[src/rtl/serial_bit_feeder.sv]
// serial_bit_feeder: parallel-in, serial-out feeder with a one-word holding
// buffer so consecutive words stream onto the detector with no idle gap.
module serial_bit_feeder #(
  parameter int unsigned WIDTH     = 8,
  parameter int unsigned MSB_FIRST = 1
) (
  input  logic             clk,
  input  logic             rst,
  input  logic [WIDTH-1:0] in_word,
  input  logic             in_valid,
  output logic             in_ready,
  output logic             data,
  output logic             data_valid,
  output logic             busy
);

  localparam int unsigned    CNT_W    = (WIDTH > 2) ? $clog2(WIDTH) : 1;
  localparam logic [CNT_W-1:0] CNT_LAST = CNT_W'(WIDTH - 1);

  localparam logic [0:0] S_IDLE  = 1'b0;
  localparam logic [0:0] S_SHIFT = 1'b1;

  logic [0:0]       state, state_n;
  logic [WIDTH-1:0] sr, sr_n;
  logic [WIDTH-1:0] hb, hb_n;
  logic [CNT_W-1:0] cnt, cnt_n;
  logic             hold_full, hold_n;
  logic             accept;
  logic [WIDTH-1:0] sr_shifted;
  logic             out_bit;
  logic             data_n, data_valid_n, busy_n, in_ready_n;

  // Next-state, datapath and next-output computation
  always_comb begin
    state_n    = state;
    sr_n       = sr;
    hb_n       = hb;
    cnt_n      = cnt;
    hold_n     = hold_full;
    accept     = in_valid & in_ready;
    sr_shifted = (MSB_FIRST != 0) ? {sr[WIDTH-2:0], 1'b0} : {1'b0, sr[WIDTH-1:1]};

    case (state)
      S_IDLE: begin
        if (accept) begin
          sr_n    = in_word;
          cnt_n   = '0;
          state_n = S_SHIFT;
        end
      end
      default: begin
        if (cnt != CNT_LAST) begin
          sr_n  = sr_shifted;
          cnt_n = cnt + CNT_W'(1);
          if (accept) begin
            hb_n   = in_word;
            hold_n = 1'b1;
          end
        end else if (hold_full) begin
          // Drain the holding buffer straight into the shifter, no gap
          sr_n   = hb;
          hold_n = 1'b0;
          cnt_n  = '0;
        end else if (accept) begin
          // Word arrives exactly on the last bit: bypass the holding buffer
          sr_n  = in_word;
          cnt_n = '0;
        end else begin
          state_n = S_IDLE;
          cnt_n   = '0;
        end
      end
    endcase

    out_bit      = (MSB_FIRST != 0) ? sr_n[WIDTH-1] : sr_n[0];
    data_n       = (state_n == S_SHIFT) & out_bit;
    data_valid_n = (state_n == S_SHIFT);
    busy_n       = (state_n == S_SHIFT) | hold_n;
    in_ready_n   = ~hold_n;
  end

  // State, datapath and output registers
  always_ff @(posedge clk or negedge rst) begin
    if (!rst) begin
      state      <= S_IDLE;
      sr         <= '0;
      hb         <= '0;
      cnt        <= '0;
      hold_full  <= 1'b0;
      data       <= 1'b0;
      data_valid <= 1'b0;
      busy       <= 1'b0;
      in_ready   <= 1'b1;
    end else begin
      state      <= state_n;
      sr         <= sr_n;
      hb         <= hb_n;
      cnt        <= cnt_n;
      hold_full  <= hold_n;
      data       <= data_n;
      data_valid <= data_valid_n;
      busy       <= busy_n;
      in_ready   <= in_ready_n;
    end
  end

endmodule

[config.mk]
export PLATFORM = sky130hd
export DESIGN_NAME = serial_bit_feeder
export DESIGN_NICKNAME = d
export VERILOG_FILES = /design/src/rtl/serial_bit_feeder.sv
export SDC_FILE = /design/constraint.sdc
export NUM_CORES = 1
export LEC_CHECK = 0
export CORE_MARGIN = 4
export CORE_UTILIZATION = 50
export CTS_CLUSTER_SIZE = 10
export DETAILED_ROUTE_END_ITERATION = 12
export PLACE_DENSITY = 0.85
export SLEW_MARGIN = 20
export SYNTH_ARGS = -nofsm -noshare
export SYNTH_HDL_FRONTEND = slang
export SYNTH_SLANG_ARGS = --single-unit
[constraint.sdc]
create_clock -name clk -period 2.12 [get_ports clk]
set_clock_uncertainty 0.15 [all_clocks]
set_input_delay 0.424 -clock clk [delete_from_list [all_inputs] [get_ports clk]]
set_output_delay 0.424 -clock clk [all_outputs]
set_load 0.005 [all_outputs]
Yosys cells after proc, flatten, opt, wreduce, memory -nomap -nowiden

Cells that the tools add are included.

Register bits after elaboration: 24
Bits in latches: 0
Memory bits (writable): 0
Bits in read-only memories: 0
Bits of input ports: 11
Output and inout port bits: 4
Memories kept: 0

Add/sub/neg operators: 1
Multipliers: 0
Div/mod/pow operators: 0
Order comparisons: 0
Equal/unequal tests: 1
Shift operators: 0
Muxes and demuxes: 14
Bitwise logic cells: 4
Reductions and logical operators: 2

Operators with widths:

| operator            | count |
|---|---|
| $mux 8              | 4 |
| $mux 3              | 3 |
| $mux 1              | 7 |
| $add 3x1->3 const B | 1 |
| $ne 3x3->1 const B  | 1 |
| $reduce_and 3->1    | 1 |
| $and 1x1->1         | 2 |
| $reduce_bool 2->1   | 1 |
| $not 1->1           | 1 |
| $or 1x1->1          | 1 |

Logic depth before layout (Yosys ltp)

Word-level depth: 6
Mapped depth: 6
Gate-level depth less buffers: 5

Least setup slack after synthesis

OpenSTA, ideal clock, no wires.

Path kind: reg2reg
From: register cnt[0]
To: register hb[0]
Arrival: 1327 ps
Required time: 1845 ps
Path slack: 519 ps
Cell stages (with the launch flop): 6
Buffers on the path: 0
Period minus slack after synthesis: 1601 ps
Path through: dfrtp_1 -> ha_1 -> ha_1 -> inv_1 -> nand3_4 -> mux2_2

Longest elaborated chain between the ends: 2

Ends and longest elaborated chain:

| element                    | RTL line | text |
|---|---|---|
| start: declaration         | 26       | `logic [CNT_W-1:0] cnt, cnt_n;` |
| start signal: assignment   | 98       | `cnt <= cnt_n;` |
| $ne 3x3->1                 | 52       | `if (cnt != CNT_LAST) begin` |
| $reduce_and 3->1 (no line) | -        |  |
| end signal: assignment     | 97       | `hb <= hb_n;` |
| end: declaration           | 25       | `logic [WIDTH-1:0] hb, hb_n;` |

No other way between the ends.
A chain may end at the register's enable or synchronous reset.

Worst setup path after layout

From: register in_ready
To: output port in_ready

RTL lines:

| element                  | RTL line | text |
|---|---|---|
| start: declaration       | 11       | `output logic in_ready,` |
| start signal: assignment | 103      | `in_ready <= in_ready_n;` |

No word-level cell between the ends.

==> impl_metrics.py <==
metrics = {
    "clock_network": {
        "cts_buffer_depth": 2,
        "cts_tree": "yes",
        "clk_pin_slew_worst_paths_ns": 0.14,
        "clkSinkCount": 24,
        "cts_resized": 0,
        "cts.htree.levels": 1,
        "cts_buffers": 3,
        "clock-root-buffer": "clkbuf_4",
        "cts_setup_buffers": 0,
        "clkLatencyLatePin_ns": 0.32,
        "ctsHoldBuffers": 0,
    },
    "global_route": {
        "grt_start_max_net_pins": 25,
        "antenna_found_initial": 0,
        "grt_pass1_wl_um": 3580,
        "gr-usage-all-layers_pct": 17.4,
        "grt_pass1_vias": 762,
        "grt.overflow.total": 0,
    },
    "cells_and_area": {
        "layout.nets": 130,
        "diodes": 0,
        "final_area_sq_um": 1300,
        "drive_above_1_share_pct": 17.4,
        "syn_to_final_growth_pct": 18.6,
        "finalCoreUtilization_pct": 64.4,
    },
    "pwr": {
        "max-vdd-ir-drop_mv": 0.745,
        "swShare_pct": 35.7,
        "power_w": 0.00182,
        "clkPwrFrac_pct": 13.6,
        "p_int_w": 0.00117,
        "p_switching_w": 0.000651,
        "power_density_nw_per_um2": 1400,
        "p_comb_share_pct": 41.7,
        "power.leakage_nw": 0.566,
        "seqPwrFrac_pct": 44.6,
    },
    "routing": {
        "dr.pass1.iters": 4,
        "wirelength_um": 2140,
        "vias": 787,
        "avgRoutedWirePerCell_um": 15.1,
        "post_drt_via_cell_ratio": 5.54,
        "initialDrtViolationCount": 17,
        "ant_nets": 0,
        "drc": 0,
    },
    "place": {
        "gp_congestion": 0.810,
        "port_buffers": 14,
        "placed_cell_area_sq_um": 1270,
        "dp_hpwl_um": 1450,
    },
    "timing": {
        "finalSetupTns_ns": 0,
        "period_needed_ns": 1.95,
        "slew-limit-headroom_pct": 70.7,
        "post-route-period-util_pct": 91.8,
        "fin_hold_ws_ns": 0.283,
        "timing.fmax_ghz": 0.514,
        "finalSetupViolCount": 0,
        "rsz0062_at_grt": "false",
        "finalHoldViolCount": 0,
        "max_slew.worst_pin.slew_ns": 0.440,
        "maxSlewViolCount": 0,
    },
    "worst_setup_path": {
        "cpPeakStageDelay_ns": 0.56,
        "crit_family": "flip-flops",
        "path_cells": "clkdlybuf4s50_1",
        "critPathBufInv": 1,
        "crit_fanout": 3,
        "critPathArrivalTime_ns": 1.37,
        "required_ns": 1.55,
        "startpoint_type": "flip-flop",
        "crit_type": "flip-flop to primary output",
        "end_kind": "primary output",
        "cpMaxStageDelayCell": "dfstp_2",
    },
    "floorplan": {
        "dieArea_sq_um": 3010,
        "rows": 16,
        "core_sq_um": 2020,
        "die_width_um": 54.9,
        "ios": 15,
        "dieHeight_um": 54.9,
        "start_util_pct": 54.3,
    },
    "synth": {
        "ys_seq_elements": 24,
        "yosysUniqueCellTypes": 25,
        "syn-num-nets": 113,
        "yosysSeqAreaShare_pct": 54.8,
        "syn_inst": 99,
        "syn_area_sq_um": 1100,
        "ys_warn_count": 0,
        "avgSynthCellArea_sq_um": 11.1,
    },
    "flow_run": {
        "max_cap_viol_count": 0,
    },
    "outcome": {
        "status": "completed",
    },
    "worst_hold_path": {
        "hp-class": "input port to asynchronous set/reset pin",
    },
}
[sequential cells by signal (all words and copies together) (netlist names)]
| signal | cells |
|---|---|
| hb | 8 |
| in_ready | 1 |
| sr | 8 |
| cnt | 3 |
| busy | 1 |
| hold_full | 1 |
| data | 1 |
| state | 1 |
[path summary, 6_finish.rpt]
path	depth (start not counted)	start	slack, ns	to
setup / recovery	1	in_ready	0.17	in_ready
hold / removal	2	rst	0.28	hb[7]
hold reg to reg	1	hb[0]	0.37	hb[0]
min in group clk	1	hb[0]	0.37	hb[0]
setup reg to reg	6	cnt[0]	0.38	sr[4]
max in group asynchronous	2	rst	1.25	in_ready
[kinds of logic (layout without fill, tap and decap cells)]
| logic type | count (synthesis) | in the layout | share of synthesized area, % |
|---|---|---|---|
| AOI/OAI and AO/OA | 24 | 24 | 15.3 |
| adders and majority gates | 3 | 3 | 3.42 |
| buffers and inverters | 9 | 25 | 4.33 |
| DFF | 24 | 24 | 54.8 |
| muxes | 10 | 10 | 10.1 |
| and+or+nand+nor | 29 | 29 | 12.1 |
[synth_stat cells]
cell type  instances  area share [%]
a32oi_1            6             4.8
nand2_1           24             8.2
inv_1              3             1.0
nand2b_1           1            0.57
o21ai_0            4             1.8
a21o_1             1            0.68
clkbuf_1           2            0.68
nand3b_1           1            0.68
o32ai_1            1            0.80
buf_4              1            0.68
mux2_2             9             9.2
o21ai_2            1            0.80
a221oi_1           1            0.80
mux2i_1            1            0.91
nand3_1            1            0.46
o2bb2ai_1          1            0.80
and2_1             1            0.57
nand3_4            1             1.6
ha_1               3             3.4
dfstp_2            1             2.4
o22ai_1            6             3.4
buf_2              2            0.91
buf_6              1             1.0
dfrtp_1           23              52
a21oi_1            3             1.4
[through the flow]
stage / setup slack [ns] / instances
after global routing: 0.121 / 142
after floorplan: 0.519 / 99
final: 0.173 / 142
after global placement: 0.186 / 138
after CTS: 0.164 / 142
after detailed placement: 0.151 / 138
[cells in the final DEF, fill, tap and decap left out, types with 3 or more instances in the layout]
master / n
clkdlybuf4s50_1: 14
dfrtp_1: 23
a32oi_1: 6
o22ai_1: 6
nand2_1: 24
clkbuf_4: 3
a21oi_1: 3
buf_4: 4
inv_1: 3
mux2_2: 9
o21ai_0: 4
ha_1: 3
[power by group through the flow]
stage / clock (W) / sequential (W) / combinational (W)
floorplan: 0 / 0.000786 / 0.000576
global placement: 0 / 0.000815 / 0.000731
detailed placement: 0 / 0.000825 / 0.000764
CTS: 0.000251 / 0.000815 / 0.000767
global route: 0.000279 / 0.000841 / 0.000871
finish: 0.000248 / 0.000813 / 0.000760
[final cells by class]
| class | count | area, sq um |
|---|---|---|
| fill | 162 | 719 |
| sequential | 24 | 602 |
| multi-input combinational | 66 | 449 |
| timing repair buffer | 18 | 170 |
| clock buffer | 4 | 36.3 |
| tap | 27 | 33.8 |
| inverter | 3 | 11.3 |
[per-layer routing]
| metal | wire length, um | share of wire [%] | vias to the layer above | track usage (%) |
|---|---|---|---|---|
| met3 | 98 | 4.6 | 4 | 3.27 |
| met2 | 1010 | 47 | 15 | 27.6 |
| met4 | 40 | 1.9 | 0 | 8.71 |
| met5 | 0 | 0 | - | 0 |
| met1 | 990 | 46 | 382 | 22.6 |
| li1 | - | - | 386 | - |
(Power assumes the default switching activity.)
==> edit, RTL diff (same flow settings) <==
Set the parameter `MSB_FIRST` to 0 (it was 1).
--- a/src/rtl/serial_bit_feeder.sv
+++ b/src/rtl/serial_bit_feeder.sv
@@ -3,5 +3,5 @@
 module serial_bit_feeder #(
   parameter int unsigned WIDTH     = 8,
-  parameter int unsigned MSB_FIRST = 1
+  parameter int unsigned MSB_FIRST = 0
 ) (
   input  logic             clk,
Check against the original RTL: not equivalent (a bounded check fails within 4 cycles, from zero or initial values and one cycle with rst low).
==> edit against the original RTL <==
Cell area is 3.7% higher; worst setup slack worse by 0.045 ns; routed wire length is 6.7% higher; synthesized area is 1.8% higher; first-iteration DRC count is 47% higher; global-route usage is 1.4 points lower; hold slack better by 0.028 ns; via count is 7.8% higher; total power is 2.8% higher; sequential cell count stayed put; fmax is 2.3% lower; largest power group unchanged.
==> edit: results (changes against the original RTL) <==
run status finished, final reports clean; Synth area leaders dfrtp_1 51%, mux2_4 11%, nand2_1 7.4%; placed wire-length estimate 1.56 mm (+7.4%); Crit path arrival time 2.04 ns (+0.67 ns); CTS buffer count 3 (unchanged); Rel. slew slack 76.6% (+5.9 points); list of most frequent post-synthesis cells 23 x dfrtp_1, 22 x nand2_1, 8 x mux2_4, 8 x o22ai_1, 6 x a32oi_1; DRT iter0 DRCs 25 (+8); Reg2Reg Setup Slack 0.13 ns (-0.25 ns); met2 Resource Use GR 24.2% (-3.4 points); Synth Net Count 115 (+1.8%); Crit path max-delay family adder cells; first-pass GRT wire length 3.93 mm (+9.8%); root buffer cell clkbuf_4; pre-CTS WS 0.0397 ns (-0.111 ns); CP Launch Type flip-flop; Cells after Synth 101 (+2.0%); DR WL met2 1.07 mm (+6.4%); Crit path largest cell delay 0.42 ns (-0.14 ns); Synth cell types 23 (-8.0%); vias per cell 5.77 (+4.1%); met1 usage 21.7% (-0.95 points); Top Layer Used met4; Placer Congestion 0.799 (-1.3%); clock transition at the registers of the reported paths 0.12 ns (-0.02 ns); Pre-Repair DR Iteration Count 5 (+1); met3 Usage GRT 3.73% (+0.46 points); registers with the most flip-flops hb x8, sr x8, cnt x3; Total Routing Usage GR 16.0% (-1.4 points); Finished Layout Cells 147 (+3.5%); Post-Route WL 2.28 mm (+6.7%); placed inst area 1320 um2 (+3.9%); Seq/Total Area, Yosys 53.8% (-0.98 points); initial antenna violation count 0 (unchanged); worst skew pair latency 0.30 ns (-0.02 ns); fraction of layout cells with a size suffix above 1 16.7% (-0.72 points); fillers 175 (+8.0%); Nets 135 (+3.8%); Peak VDD IR 0.720 mV (-3.3%); met3 wire len 153 um (+56%); Min Hold Slack 0.312 ns (+0.0285 ns); LEAKAGE 0.635 nW (+12%); Post-Route M1 WL 1.04 mm (+5.2%); slowest CP cell dfrtp_1; vias in the first global route 852 (+12%); critical-path maximum fanout 6 (+3); pin count of the biggest net entering global routing 25 (unchanged); Hold Crit Class input pin to asynchronous set/reset pin; post-route setup slack 0.128 ns (-0.0451 ns)
edit: cell families (layout without fill, tap and decap cells):
group           count (synthesis)  count (layout)  synth area share (%)
compound gates                 26              26                  15.8
fa+ha+maj                       3               3                  3.36
buf+inv                         8              27                  3.36
flops                          24              24                  53.8
mux                             8               8                  10.7
simple gates                   32              32                  13.0
edit: worst paths after layout:
| check | from | end | cells past startpoint |
|---|---|---|---|
| hold / removal | rst | hb[0] | 2 |
| hold reg to reg | hb[3] | hb[3] | 1 |
| max in group asynchronous | rst | in_ready | 2 |
| min in group clk | hb[3] | hb[3] | 1 |
| setup reg to reg | cnt[0] | hb[1] | 5 |
| setup / recovery | cnt[0] | hb[1] | 5 |
edit: cell type report:
type	instances	share of cell area, %
multi-input combinational	69	35.5
sequential	24	44.5
timing repair buffer	21	14.3
clock buffer	4	2.69
tap	27	2.50
inverter	2	0.556
edit: power by group:
group          internal, mW  switching, mW
Clock                 0.105          0.126
Sequential            0.689          0.146
Combinational         0.437          0.372
Total                  1.23          0.644
